$ cat config.mk
export PLATFORM = sky130hd
export DESIGN_NAME = uart_rx
export DESIGN_NICKNAME = d
export VERILOG_FILES = /design/src/rtl/uart_pkg.sv /design/src/rtl/sync_2ff.sv /design/src/rtl/uart_rx.sv
export SDC_FILE = /design/constraint.sdc
export NUM_CORES = 1
export LEC_CHECK = 0
export CAP_MARGIN = 15
export CORE_ASPECT_RATIO = 1.2
export CORE_UTILIZATION = 40
export DETAILED_ROUTE_END_ITERATION = 10
export PLACE_DENSITY_LB_ADDON = 0.1
export SLEW_MARGIN = 0
export SYNTH_ARGS = -nofsm -noshare
export SYNTH_HDL_FRONTEND = slang
export SYNTH_HIERARCHICAL = 1
export SYNTH_SLANG_ARGS = --single-unit
$ cat constraint.sdc
create_clock -name clk -period 2.7 [get_ports clk]
set_input_delay 0.81 -clock clk [delete_from_list [all_inputs] [get_ports clk]]
set_output_delay 0.81 -clock clk [all_outputs]
set_load 0.005 [all_outputs]
$ cat src/rtl/uart_pkg.sv
// Shared UART definitions: receiver state encoding and serial line levels
// used by both uart_rx and uart_tx.
package uart_pkg;

  typedef enum logic [2:0] {
    IDLE,
    START,
    DATA,
    STOP,
    WAIT_IDLE
  } uart_rx_state_t;

  localparam logic UART_IDLE_LEVEL  = 1'b1;
  localparam logic UART_START_LEVEL = 1'b0;
  localparam logic UART_STOP_LEVEL  = 1'b1;

endpackage

$ cat src/rtl/sync_2ff.sv
// Two-flop synchronizer for a single asynchronous bit; reset value selectable.
module sync_2ff #(
  parameter logic RESET_VAL = 1'b1
) (
  input  logic clk,
  input  logic rst_n,
  input  logic i_d,
  output logic o_q
);

  logic [1:0] r_sync;

  always_ff @(posedge clk or negedge rst_n) begin
    if (!rst_n) begin
      r_sync <= {2{RESET_VAL}};
    end else begin
      r_sync <= {r_sync[0], i_d};
    end
  end

  assign o_q = r_sync[1];

endmodule

$ cat src/rtl/uart_rx.sv
// UART receiver: mid-bit sampling on ce ticks, LSB first, one stop bit,
// single-cycle valid / frame-error pulses.
module uart_rx
  import uart_pkg::*;
#(
  parameter int unsigned CLKS_PER_BIT = 8,
  parameter int unsigned SIZE         = 7
) (
  input  logic          clk,
  input  logic          reset_n,
  input  logic          ce,
  input  logic          i_rx,
  output logic          o_data_valid,
  output logic [SIZE:0] o_data_byte,
  output logic          o_active,
  output logic          o_frame_error
);

  localparam int unsigned TICK_W = $clog2(CLKS_PER_BIT);
  localparam int unsigned IDX_W  = $clog2(SIZE + 1);

  localparam logic [TICK_W-1:0] HALF_M1  = TICK_W'(CLKS_PER_BIT / 2 - 1);
  localparam logic [TICK_W-1:0] FULL_M1  = TICK_W'(CLKS_PER_BIT - 1);
  localparam logic [IDX_W-1:0]  LAST_IDX = IDX_W'(SIZE);

  logic w_rx_s;

  sync_2ff #(.RESET_VAL(UART_IDLE_LEVEL)) u_sync (
    .clk   (clk),
    .rst_n (reset_n),
    .i_d   (i_rx),
    .o_q   (w_rx_s)
  );

  uart_rx_state_t    r_state, w_state_nx;
  logic [TICK_W-1:0] r_tick,  w_tick_nx;
  logic [IDX_W-1:0]  r_idx,   w_idx_nx;
  logic [SIZE:0]     r_shift, w_shift_nx;
  logic [SIZE:0]     r_data,  w_data_nx;
  logic              r_valid, w_valid_nx;
  logic              r_ferr,  w_ferr_nx;

  always_ff @(posedge clk or negedge reset_n) begin
    if (!reset_n) begin
      r_state <= IDLE;
      r_tick  <= '0;
      r_idx   <= '0;
      r_shift <= '0;
      r_data  <= '0;
      r_valid <= 1'b0;
      r_ferr  <= 1'b0;
    end else begin
      r_state <= w_state_nx;
      r_tick  <= w_tick_nx;
      r_idx   <= w_idx_nx;
      r_shift <= w_shift_nx;
      r_data  <= w_data_nx;
      r_valid <= w_valid_nx;
      r_ferr  <= w_ferr_nx;
    end
  end

  // Pulses default low every clk so they stay one cycle wide even when ce is sparse.
  always_comb begin
    w_state_nx = r_state;
    w_tick_nx  = r_tick;
    w_idx_nx   = r_idx;
    w_shift_nx = r_shift;
    w_data_nx  = r_data;
    w_valid_nx = 1'b0;
    w_ferr_nx  = 1'b0;
    if (ce) begin
      unique case (r_state)
        IDLE: begin
          if (w_rx_s == UART_START_LEVEL) begin
            w_state_nx = START;
            w_tick_nx  = '0;
          end
        end
        START: begin
          if (r_tick == HALF_M1) begin
            w_tick_nx = '0;
            if (w_rx_s == UART_START_LEVEL) begin
              w_state_nx = DATA;
              w_idx_nx   = '0;
            end else begin
              w_state_nx = IDLE;
            end
          end else begin
            w_tick_nx = r_tick + 1'b1;
          end
        end
        DATA: begin
          if (r_tick == FULL_M1) begin
            w_tick_nx           = '0;
            w_shift_nx[r_idx]   = w_rx_s;
            if (r_idx == LAST_IDX) begin
              w_state_nx = STOP;
            end else begin
              w_idx_nx = r_idx + 1'b1;
            end
          end else begin
            w_tick_nx = r_tick + 1'b1;
          end
        end
        STOP: begin
          if (r_tick == FULL_M1) begin
            w_tick_nx = '0;
            if (w_rx_s == UART_STOP_LEVEL) begin
              w_data_nx  = r_shift;
              w_valid_nx = 1'b1;
              w_state_nx = IDLE;
            end else begin
              w_ferr_nx  = 1'b1;
              w_state_nx = WAIT_IDLE;
            end
          end else begin
            w_tick_nx = r_tick + 1'b1;
          end
        end
        WAIT_IDLE: begin
          if (w_rx_s == UART_IDLE_LEVEL) begin
            w_state_nx = IDLE;
          end
        end
        default: w_state_nx = IDLE;
      endcase
    end
  end

  assign o_active      = (r_state == START) || (r_state == DATA) || (r_state == STOP);
  assign o_data_valid  = r_valid;
  assign o_frame_error = r_ferr;
  assign o_data_byte   = r_data;

endmodule
==> results.ini, run 1 <==
[outcome]
status=finished, final reports clean

[worst_setup_path]
worst-setup-path-type=flop to primary output
crit_fanout=11
critPathLaunchType=flop
cp_top_family=flip-flops
critPathLaunch=r_state[1]$_DFFE_PN0P_
cp_common_cell=nor2_1
cp.depth=3
max_stage_delay_ps=500
cp-endpoint=o_active
slowest_stage=dfrtp_1
r2r_end=r_idx[0]$_DFFE_PN0P_
arrival_ps=1610
worstPathRequired_ps=1890
critPathCaptureType=primary output
rr_startpoint=r_tick[0]$_DFFE_PN0P_
rrSetupSlack_ps=540
path_cells=nor2_1 > nor2_1 > clkdlybuf4s50_1
crit_buf_inv=1
reg2regPathDepth=6

[synth]
synth_cells=117
synth-seq-cells=29
yosys.cell_types.count=33
synth_nets=127
post-synth-top-count-cell=dfrtp_1
synth_top_area_share_pct=48.43
ys.flop_type=dfrtp_1
async_flop_share_pct=100.0
synthesis.area_um2=1395
synth_edf_count=0
ys_warn_count=6
synth.avg_cell_area_um2=11.92
synthTopCellsByCount=dfrtp_1, mux2_2, inv_1, nand3_1, nor2_1
seq_area_frac_synth_pct=52.20
yosys.area.top_type=dfrtp_1
synthTopCellsByArea=dfrtp_1, mux2_2, ha_1

[die]
die_x_um=55.91
start_util_pct=41.79
pin_count=15
fp.dieH_um=66.70
fp.dieArea_um2=3729
fp.coreArea_um2=3338
rows=23

[sta]
setup_viol=0
finClkSkew_ps=7.764
hold_viol=0
rsz0062_at_grt=false
tightest_slew_ps=562.2
tns_ps=0
layout_min_cycle_time_ps=2423
slew_violations=0
setup_slack_ps=277.2
fin_crit_sh_pct=89.73
maxSlewHeadroom_pct=62.23
fmax_mhz=412.7

[global_route]
grt_pass1_vias=961
antenna_found_initial=0
gr-total-overflow=0
grt_pass1_wl_mm=4.409
grtUsageTotal_pct=16.18
grt_max_degree=30

[placed_design]
portBuffers=14
post-dp-hpwl_mm=1.861
dpl_worst_slack_ps=154.9
gp_congestion=0.7752

[power]
ir_worst_vdd_v=0.0004275
pwr-share-seq_pct=42.7
combPwrFrac_pct=33.3
switchingPower_mw=0.4802
clkPwrFrac_pct=24.0
sw_frac_of_total_pct=34.27
p_int_mw=0.9211
pwr_density_cell_nw_per_um2=847.8
p_leak_nw=0.8110

[worst_hold_path]
hold_class=flop to flop

[clock_tree]
clkLatencyLatePin_ps=280
clk_pin_slew_worst_paths_ps=60
cts-root-buf=clkbuf_8
clock_sinks=29
cts_tree=done
clockBufferDepth=2
cts_buffers=5
htreeDepth=2
cts_setup_buffers=0
cts_resized=0
hold_buffers=0

[route]
via_count=920
ant_nets=0
drt-pass1-iter-count=3
viasPerCell=5.318
drcViolationCount=0
wirelength_mm=2.510
drt_iter0_drc=13
wl_per_cell_um=14.51

[layout]
antenna_cells=0
seq_area_um2=728.2
area_growth_pct=18.48
drive_above_1_share_pct=25.74
finalNetCount=145
multi_input_area_um2=610.6
utilization_pct=49.51
n_fill_cell=316

[run]
maxCapViolCount=0

-- worst reg2reg max path, delay by kind of cell, from the launching register on --
| family | cells | cell delay, ps |
|---|---|---|
| AO/OA/AOI/OAI | 1 | 270 |
| AND/OR/NAND/NOR | 2 | 640 |
| adder cells (fa/ha/maj) | 2 | 440 |
| multiplexers | 1 | 300 |
| flip-flops | 1 | 400 |
-- layout make-up --
type | instances | share of cell area (%)
clock buffer | 5 | 4.164
sequential | 29 | 44.06
tap | 37 | 2.801
timing repair buffer | 16 | 9.387
clock inverter | 3 | 1.060
multi-input combinational | 76 | 36.94
inverter | 7 | 1.590
-- registers in the layout (all words and copies together), names as in the netlist --
register / cells
o_data_byte: 8
o_data_valid: 1
o_frame_error: 1
r_idx: 3
r_shift: 8
r_state: 3
r_tick: 3
u_sync/r_sync: 2
-- routing by layer --
| metal | track usage [%] | wire length (µm) |
|---|---|---|
| met1 | 17.19 | 1048 |
| met3 | 5.049 | 85 |
| met4 | 8.232 | 58 |
| met5 | 0 | 0 |
| met2 | 29.07 | 1317 |
-- placed cells by master (no fill, tap or decap), drive strengths merged, types with 2 or more instances in the layout --
cell           instances
dfrtp                 27
mux2                  18
clkdlybuf4s50         14
inv                    7
nor2                   7
nand3                  7
nand2                  6
ha                     6
clkbuf                 5
nand4                  3
mux2i                  3
o21ai                  3
nor3                   3
nor2b                  3
and3                   2
a31oi                  2
clkinv                 2
buf                    2
dfstp                  2
or2                    2
or3b                   2
-- stage by stage --
| step | cells | hold WS [ps] | power (mW) | area [µm²] |
|---|---|---|---|---|
| 6_report | 173 | 356.3 | 1.401 | 1653 |
| 5_1_grt | 173 | 364.0 | 1.504 | 1653 |
| 4_1_cts | 173 | 356.8 | 1.423 | 1653 |
| 3_5_place_dp | 165 | 347.2 | 1.078 | 1567 |
| 3_3_place_gp | 165 | 345.9 | 1.059 | 1567 |
| 2_1_floorplan | 117 | 345.2 | 0.9543 | 1395 |
-- worst min path at each step --
stage                               start                         end  slack [ps]  cells past startpoint
3_3_place_gp   u_sync/r_sync[0]$_DFF_PN1_  u_sync/r_sync[1]$_DFF_PN1_         350                      0
4_1_cts        u_sync/r_sync[0]$_DFF_PN1_  u_sync/r_sync[1]$_DFF_PN1_         360                      0
3_5_place_dp   u_sync/r_sync[0]$_DFF_PN1_  u_sync/r_sync[1]$_DFF_PN1_         350                      0
6_report       u_sync/r_sync[0]$_DFF_PN1_  u_sync/r_sync[1]$_DFF_PN1_         360                      0
2_1_floorplan  u_sync/r_sync[0]$_DFF_PN1_  u_sync/r_sync[1]$_DFF_PN1_         350                      0
5_1_grt        u_sync/r_sync[0]$_DFF_PN1_  u_sync/r_sync[1]$_DFF_PN1_         360                      0
-- cells by family (layout without fill, tap and decap cells) --
| group | count (synthesis) | after routing | share of synthesized area [%] |
|---|---|---|---|
| mux | 21 | 21 | 16.95 |
| simple gates | 38 | 38 | 15.78 |
| fa+ha+maj | 6 | 6 | 5.381 |
| buf+inv | 12 | 31 | 4.036 |
| compound gates | 11 | 11 | 5.650 |
| flops | 29 | 29 | 52.20 |
-- power by group through the flow --
| stage | Combinational [mW] | Clock [mW] | Sequential (mW) |
|---|---|---|---|
| finish | 0.466 | 0.336 | 0.599 |
| CTS | 0.473 | 0.351 | 0.600 |
| global placement | 0.455 | 0 | 0.605 |
| floorplan | 0.392 | 0 | 0.562 |
| detailed placement | 0.469 | 0 | 0.609 |
| global route | 0.523 | 0.368 | 0.613 |
No activity file was read; power rests on OpenSTA's default activity.
==> inputs of run 2 (changes only) <==
CORE_UTILIZATION = 45   (was 40)
clock period = 2.5 ns   (was 2.7 ns; I/O delays follow)
==> results.ini, run 2 (same netlist as run 1, synthesis figures left out) <==
[outcome]
status=finished, final reports clean

[power]
total_power_mw=1.407  ; +0.43%
ir_worst_vdd_v=0.0004922  ; +15%
pwr_density_cell_nw_per_um2=868.6  ; +2.5%
p_leak_nw=0.7980  ; -1.6%

[clock_tree]
cts_tree=done
clockBufferDepth=2  ; unchanged
clock_sinks=29  ; unchanged
cts_setup_buffers=0  ; unchanged
cts-root-buf=clkbuf_4
clkLatencyLatePin_ps=310  ; +30 ps
clk_pin_slew_worst_paths_ps=80  ; +20 ps
cts_buffers=5  ; unchanged
htreeDepth=2  ; unchanged

[worst_hold_path]
hold_class=flop to flop
worstHoldPathCells=0  ; unchanged
worstHoldStart=u_sync/r_sync[0]$_DFF_PN1_

[layout]
final_common_cell=dfrtp_1
drive_above_1_share_pct=24.82  ; -0.92 points
antenna_cells=0  ; unchanged
final_cell_mix=dfrtp_1, mux2_2, clkdlybuf4s50_1
finalNetCount=146  ; +0.69%
area_growth_pct=16.14
utilization_pct=56.57  ; +7.1 points
n_fill_cell=257  ; -19%

[global_route]
grtUsageTotal_pct=17.45  ; +1.3 points
gr-total-overflow=0  ; unchanged
grt_max_degree=30  ; unchanged
grt_pass1_wl_mm=4.160  ; -5.6%
antenna_found_initial=0  ; unchanged
grt_pass1_vias=950  ; -1.1%

[sta]
tns_ps=0  ; unchanged
fmax_mhz=418.8
rsz0062_at_grt=false
fin_crit_sh_pct=95.51
maxSlewHeadroom_pct=67.03  ; +4.8 points
setup_slack_ps=112.3  ; -164.9 ps
hold_viol=0  ; unchanged
setup_viol=0  ; unchanged
finClkSkew_ps=1.431  ; -6.334 ps
tightest_slew_ps=490.8  ; -71.34 ps
layout_min_cycle_time_ps=2388
slew_violations=0  ; unchanged

[worst_setup_path]
critPathLaunch=r_state[0]$_DFFE_PN0P_
path_cells=nor2_1 > nor2_1 > clkdlybuf4s50_1
max_stage_delay_ps=550  ; +50 ps
cp_common_cell=nor2_1
crit_fanout=11  ; unchanged
critPathLaunchType=flop
reg2regPathDepth=6  ; unchanged
cp_top_family=flip-flops
cp.depth=3  ; unchanged
worstPathRequired_ps=1750  ; -140 ps
worst-setup-path-type=flop to primary output
slowest_stage=dfrtp_1
crit_buf_inv=1  ; unchanged
rr_startpoint=r_tick[0]$_DFFE_PN0P_
arrival_ps=1640  ; +30 ps
critPathCaptureType=primary output

[route]
via_count=927  ; +0.76%
viasPerCell=5.421  ; +1.9%
drcViolationCount=0  ; unchanged
drt_iter0_drc=26  ; +13
wirelength_mm=2.395  ; -4.6%
ant_nets=0  ; unchanged
wl_per_cell_um=14.01  ; -3.5%
drt-pass1-iter-count=4  ; +1

[die]
rows=21  ; -8.7%
fp.dieArea_um2=3328  ; -11%
fp.dieH_um=63.00  ; -5.5%
start_util_pct=48.71  ; +6.9 points
pin_count=15  ; unchanged
fp.coreArea_um2=2864  ; -14%
die_x_um=52.83  ; -5.5%

[placed_design]
gp_congestion=0.7580  ; -2.2%
post-dp-hpwl_mm=1.659  ; -11%
dpl_worst_slack_ps=58.03  ; -96.91 ps
portBuffers=14  ; unchanged

[run]
maxCapViolCount=0  ; unchanged

## run 2: cell types whose count changed in the layout (fill, tap and decap cells not counted), sizes merged
cell      delta
clkbuf       +3
clkinv       -2
buf          +1
clkinvlp     -1
## run 2: path summary, 6_finish.rpt
| path | end | slack (ps) |
|---|---|---|
| max in group asynchronous | u_sync/r_sync[0]$_DFF_PN1_ | 1380 |
| worst min register to register | u_sync/r_sync[1]$_DFF_PN1_ | 380 |
| worst max register to register | r_idx[0]$_DFFE_PN0P_ | 350 |
| min in group asynchronous | o_data_valid$_DFF_PN0_ | 820 |
| worst min-delay path | u_sync/r_sync[1]$_DFF_PN1_ | 380 |
| worst max-delay path | o_active | 110 |
## run 2: cell type report
type / instances / area [µm²] / area share (%)
clock buffer: 8 / 48.80 / 3.012
inverter: 7 / 26.28 / 1.622
multi-input combinational: 76 / 610.6 / 37.68
sequential: 29 / 729.5 / 45.02
tap: 34 / 42.54 / 2.625
timing repair buffer: 17 / 162.7 / 10.04
## run 2: layer usage
metal	part of all wire [%]	vias up	global-route usage [%]
li1	-	448	-
met1	46	463	21.91
met2	49	14	26.42
met3	4.3	2	6.083
met4	0.63	0	7.895
met5	0	-	0
## run 2: stage by stage
| step | area (µm²) | cells | hold slack, ps |
|---|---|---|---|
| floorplan | 1395 | 117 | 345.2 |
| global placement | 1570 | 163 | 346.7 |
| detailed placement | 1570 | 163 | 350.4 |
| CTS | 1619 | 171 | 372.5 |
| global route | 1620 | 171 | 376.1 |
| finish | 1620 | 171 | 376.7 |
## run 2: report_power, final
part           leakage, nW  internal, mW  total (mW)  switching (mW)
sequential           0.383         0.553       0.669           0.116
combinational        0.389         0.258       0.482           0.224
clock               0.0265         0.112       0.256           0.144
## run 2: repair_timing
| action | CTS | global route |
|---|---|---|
| hold buffers | 0 | 0 |
| gates resized for setup | 0 | 1 |
| endpoints found under the hold margin | 0 | 0 |
| endpoints found under the setup margin | 0 | 1 |
==> inputs of run 3 (changes only) <==
REMOVE_ABC_BUFFERS = 1   (was not set)
==> results.ini, run 3 (same netlist as run 1, synthesis figures left out) <==
[power]
total_power_mw=1.437  ; +2.1%
ir_worst_vdd_v=0.0004479  ; -9.0%
switchingPower_mw=0.4930  ; +1.7%
sw_frac_of_total_pct=34.31  ; -0.14 points
p_leak_nw=0.8037  ; +0.70%
clkPwrFrac_pct=19.8  ; +1.6 points
pwr-share-seq_pct=45.6  ; -1.9 points
combPwrFrac_pct=34.6  ; +0.4 points
pwr_density_cell_nw_per_um2=880.5  ; +1.4%
p_int_mw=0.9437  ; +2.3%

[sta]
finClkSkew_ps=7.822  ; +6.391 ps
rsz0062_at_grt=false
hold_viol=0  ; unchanged
fin_crit_sh_pct=93.53  ; -2.0 points
setup_slack_ps=161.8  ; +49.54 ps
tns_ps=0  ; unchanged
slew_violations=0  ; unchanged
maxSlewHeadroom_pct=66.09  ; -0.94 points
setup_viol=0  ; unchanged
layout_min_cycle_time_ps=2338  ; -49.54 ps
hold_ws_ps=359.6  ; -17.09 ps
tightest_slew_ps=504.8  ; +13.94 ps
fmax_mhz=427.7  ; +2.1%

[global_route]
antenna_found_initial=0  ; unchanged
grtUsageTotal_pct=17.64  ; +0.19 points
grt_pass1_vias=953  ; +0.32%
gr-total-overflow=0  ; unchanged
grt_pass1_wl_mm=4.229  ; +1.7%
grt_max_degree=30  ; unchanged

[worst_setup_path]
critPathCaptureType=primary output
worstPathRequired_ps=1750  ; about the same
reg2regPathDepth=6  ; unchanged
arrival_ps=1590  ; -50 ps
worst-setup-path-type=flop to primary output
crit_fanout=11  ; unchanged
critPathLaunchType=flop

[route]
drcViolationCount=0  ; unchanged
drt-met1-wl_mm=1.037  ; -4.9%
top_layer=met4
via_count=949  ; +2.4%
drt-pass1-iter-count=4  ; unchanged
met3WireLength_um=116  ; +12%
ant_nets=0  ; unchanged
wl_per_cell_um=14.04  ; +0.25%
viasPerCell=5.550  ; +2.4%
met2_length_mm=1.202  ; +1.6%
wirelength_mm=2.401  ; +0.25%
drt_iter0_drc=35  ; +35%

[clock_tree]
cts-root-buf=clkbuf_4
clkLatencyLatePin_ps=320  ; about the same
cts_setup_buffers=0  ; unchanged
htreeDepth=2  ; unchanged
clockBufferDepth=2  ; unchanged
clock_sinks=29  ; unchanged
cts_buffers=5  ; unchanged
clk_pin_slew_worst_paths_ps=80  ; about the same
cts_tree=done

[layout]
final_cell_mix=dfrtp_1, mux2_2, clkdlybuf4s50_1
final_common_cell=dfrtp_1
stdcell_count=171  ; unchanged
antenna_cells=0  ; unchanged
finalNetCount=146  ; unchanged
drive_above_1_share_pct=25.55  ; +0.73 points
area_growth_pct=16.95

[placed_design]
dpl_worst_slack_ps=91.79  ; +33.75 ps
gp_congestion=0.7867  ; +3.8%
dp.cells=163  ; unchanged
portBuffers=14  ; unchanged
post-dp-hpwl_mm=1.694  ; +2.1%

[die]
fp.dieH_um=63.00  ; unchanged
fp.coreArea_um2=2864  ; unchanged
rows=21  ; unchanged
pin_count=15  ; unchanged
start_util_pct=48.71  ; unchanged
die_x_um=52.83  ; unchanged
fp.dieArea_um2=3328  ; unchanged

[run]
maxCapViolCount=0  ; unchanged

[worst_hold_path]
hold_class=flop to flop
worstHoldPathCells=0  ; unchanged

[outcome]
status=finished, final reports clean

## run 3: cell count changes in the layout (fill, tap and decap cells not counted)
cell	previous run	this run
nor2_2	0	1
nor2_1	7	6
dfrtp_1	26	27
clkbuf_1	3	2
clkbuf_8	0	1
dfrtp_2	1	0
## run 3: layout make-up
cell class                 count  area [µm²]
fill                         245        1232
tap                           34       42.54
sequential                    29       728.2
multi-input combinational     76       613.1
inverter                       7       26.28
clock buffer                   8       58.81
timing repair buffer          17       162.7
## run 3: through the flow
| step | instance area (µm²) | util (%) |
|---|---|---|
| floorplan | 1365 | - |
| global placement | 1570 | 54.83 |
| detailed placement | 1570 | 54.83 |
| CTS | 1629 | 56.88 |
| global route | 1632 | 56.97 |
| finish | 1632 | 56.97 |
## run 3: critical path, cell delays in order (launching register included)
cell and delay [ps]:
dfrtp_1 550, nor2_2 120, nor2_1 100, clkdlybuf4s50_1 500
## run 3: final timing paths
| path | endpoint | startpoint | slack, ps |
|---|---|---|---|
| max in group asynchronous | u_sync/r_sync[0]$_DFF_PN1_ | reset_n | 1380 |
| worst max register to register | r_idx[0]$_DFFE_PN0P_ | r_tick[0]$_DFFE_PN0P_ | 300 |
| min in group asynchronous | r_shift[5]$_DFFE_PN0P_ | reset_n | 800 |
| worst max-delay path | o_active | r_state[0]$_DFFE_PN0P_ | 160 |
| worst min-delay path | u_sync/r_sync[1]$_DFF_PN1_ | u_sync/r_sync[0]$_DFF_PN1_ | 360 |
| worst min register to register | u_sync/r_sync[1]$_DFF_PN1_ | u_sync/r_sync[0]$_DFF_PN1_ | 360 |
## run 3: timing repair
action	in CTS	in global routing
hold buffers	0	0
gates resized for setup	0	1
setup endpoints to repair	0	1
## run 3: per-layer routing
metal	vias to the layer above	GRT usage, %
met3	6	6.569
met2	25	26.58
met1	467	22.24
li1	451	-
met5	-	0
met4	0	7.566
## run 3: power groups by stage
stage	combinational [mW]	clock, mW	sequential [mW]
2_1_floorplan	0.356	0	0.645
3_3_place_gp	0.479	0	0.657
3_5_place_dp	0.495	0	0.663
4_1_cts	0.499	0.303	0.653
5_1_grt	0.557	0.326	0.672
6_report	0.497	0.285	0.655
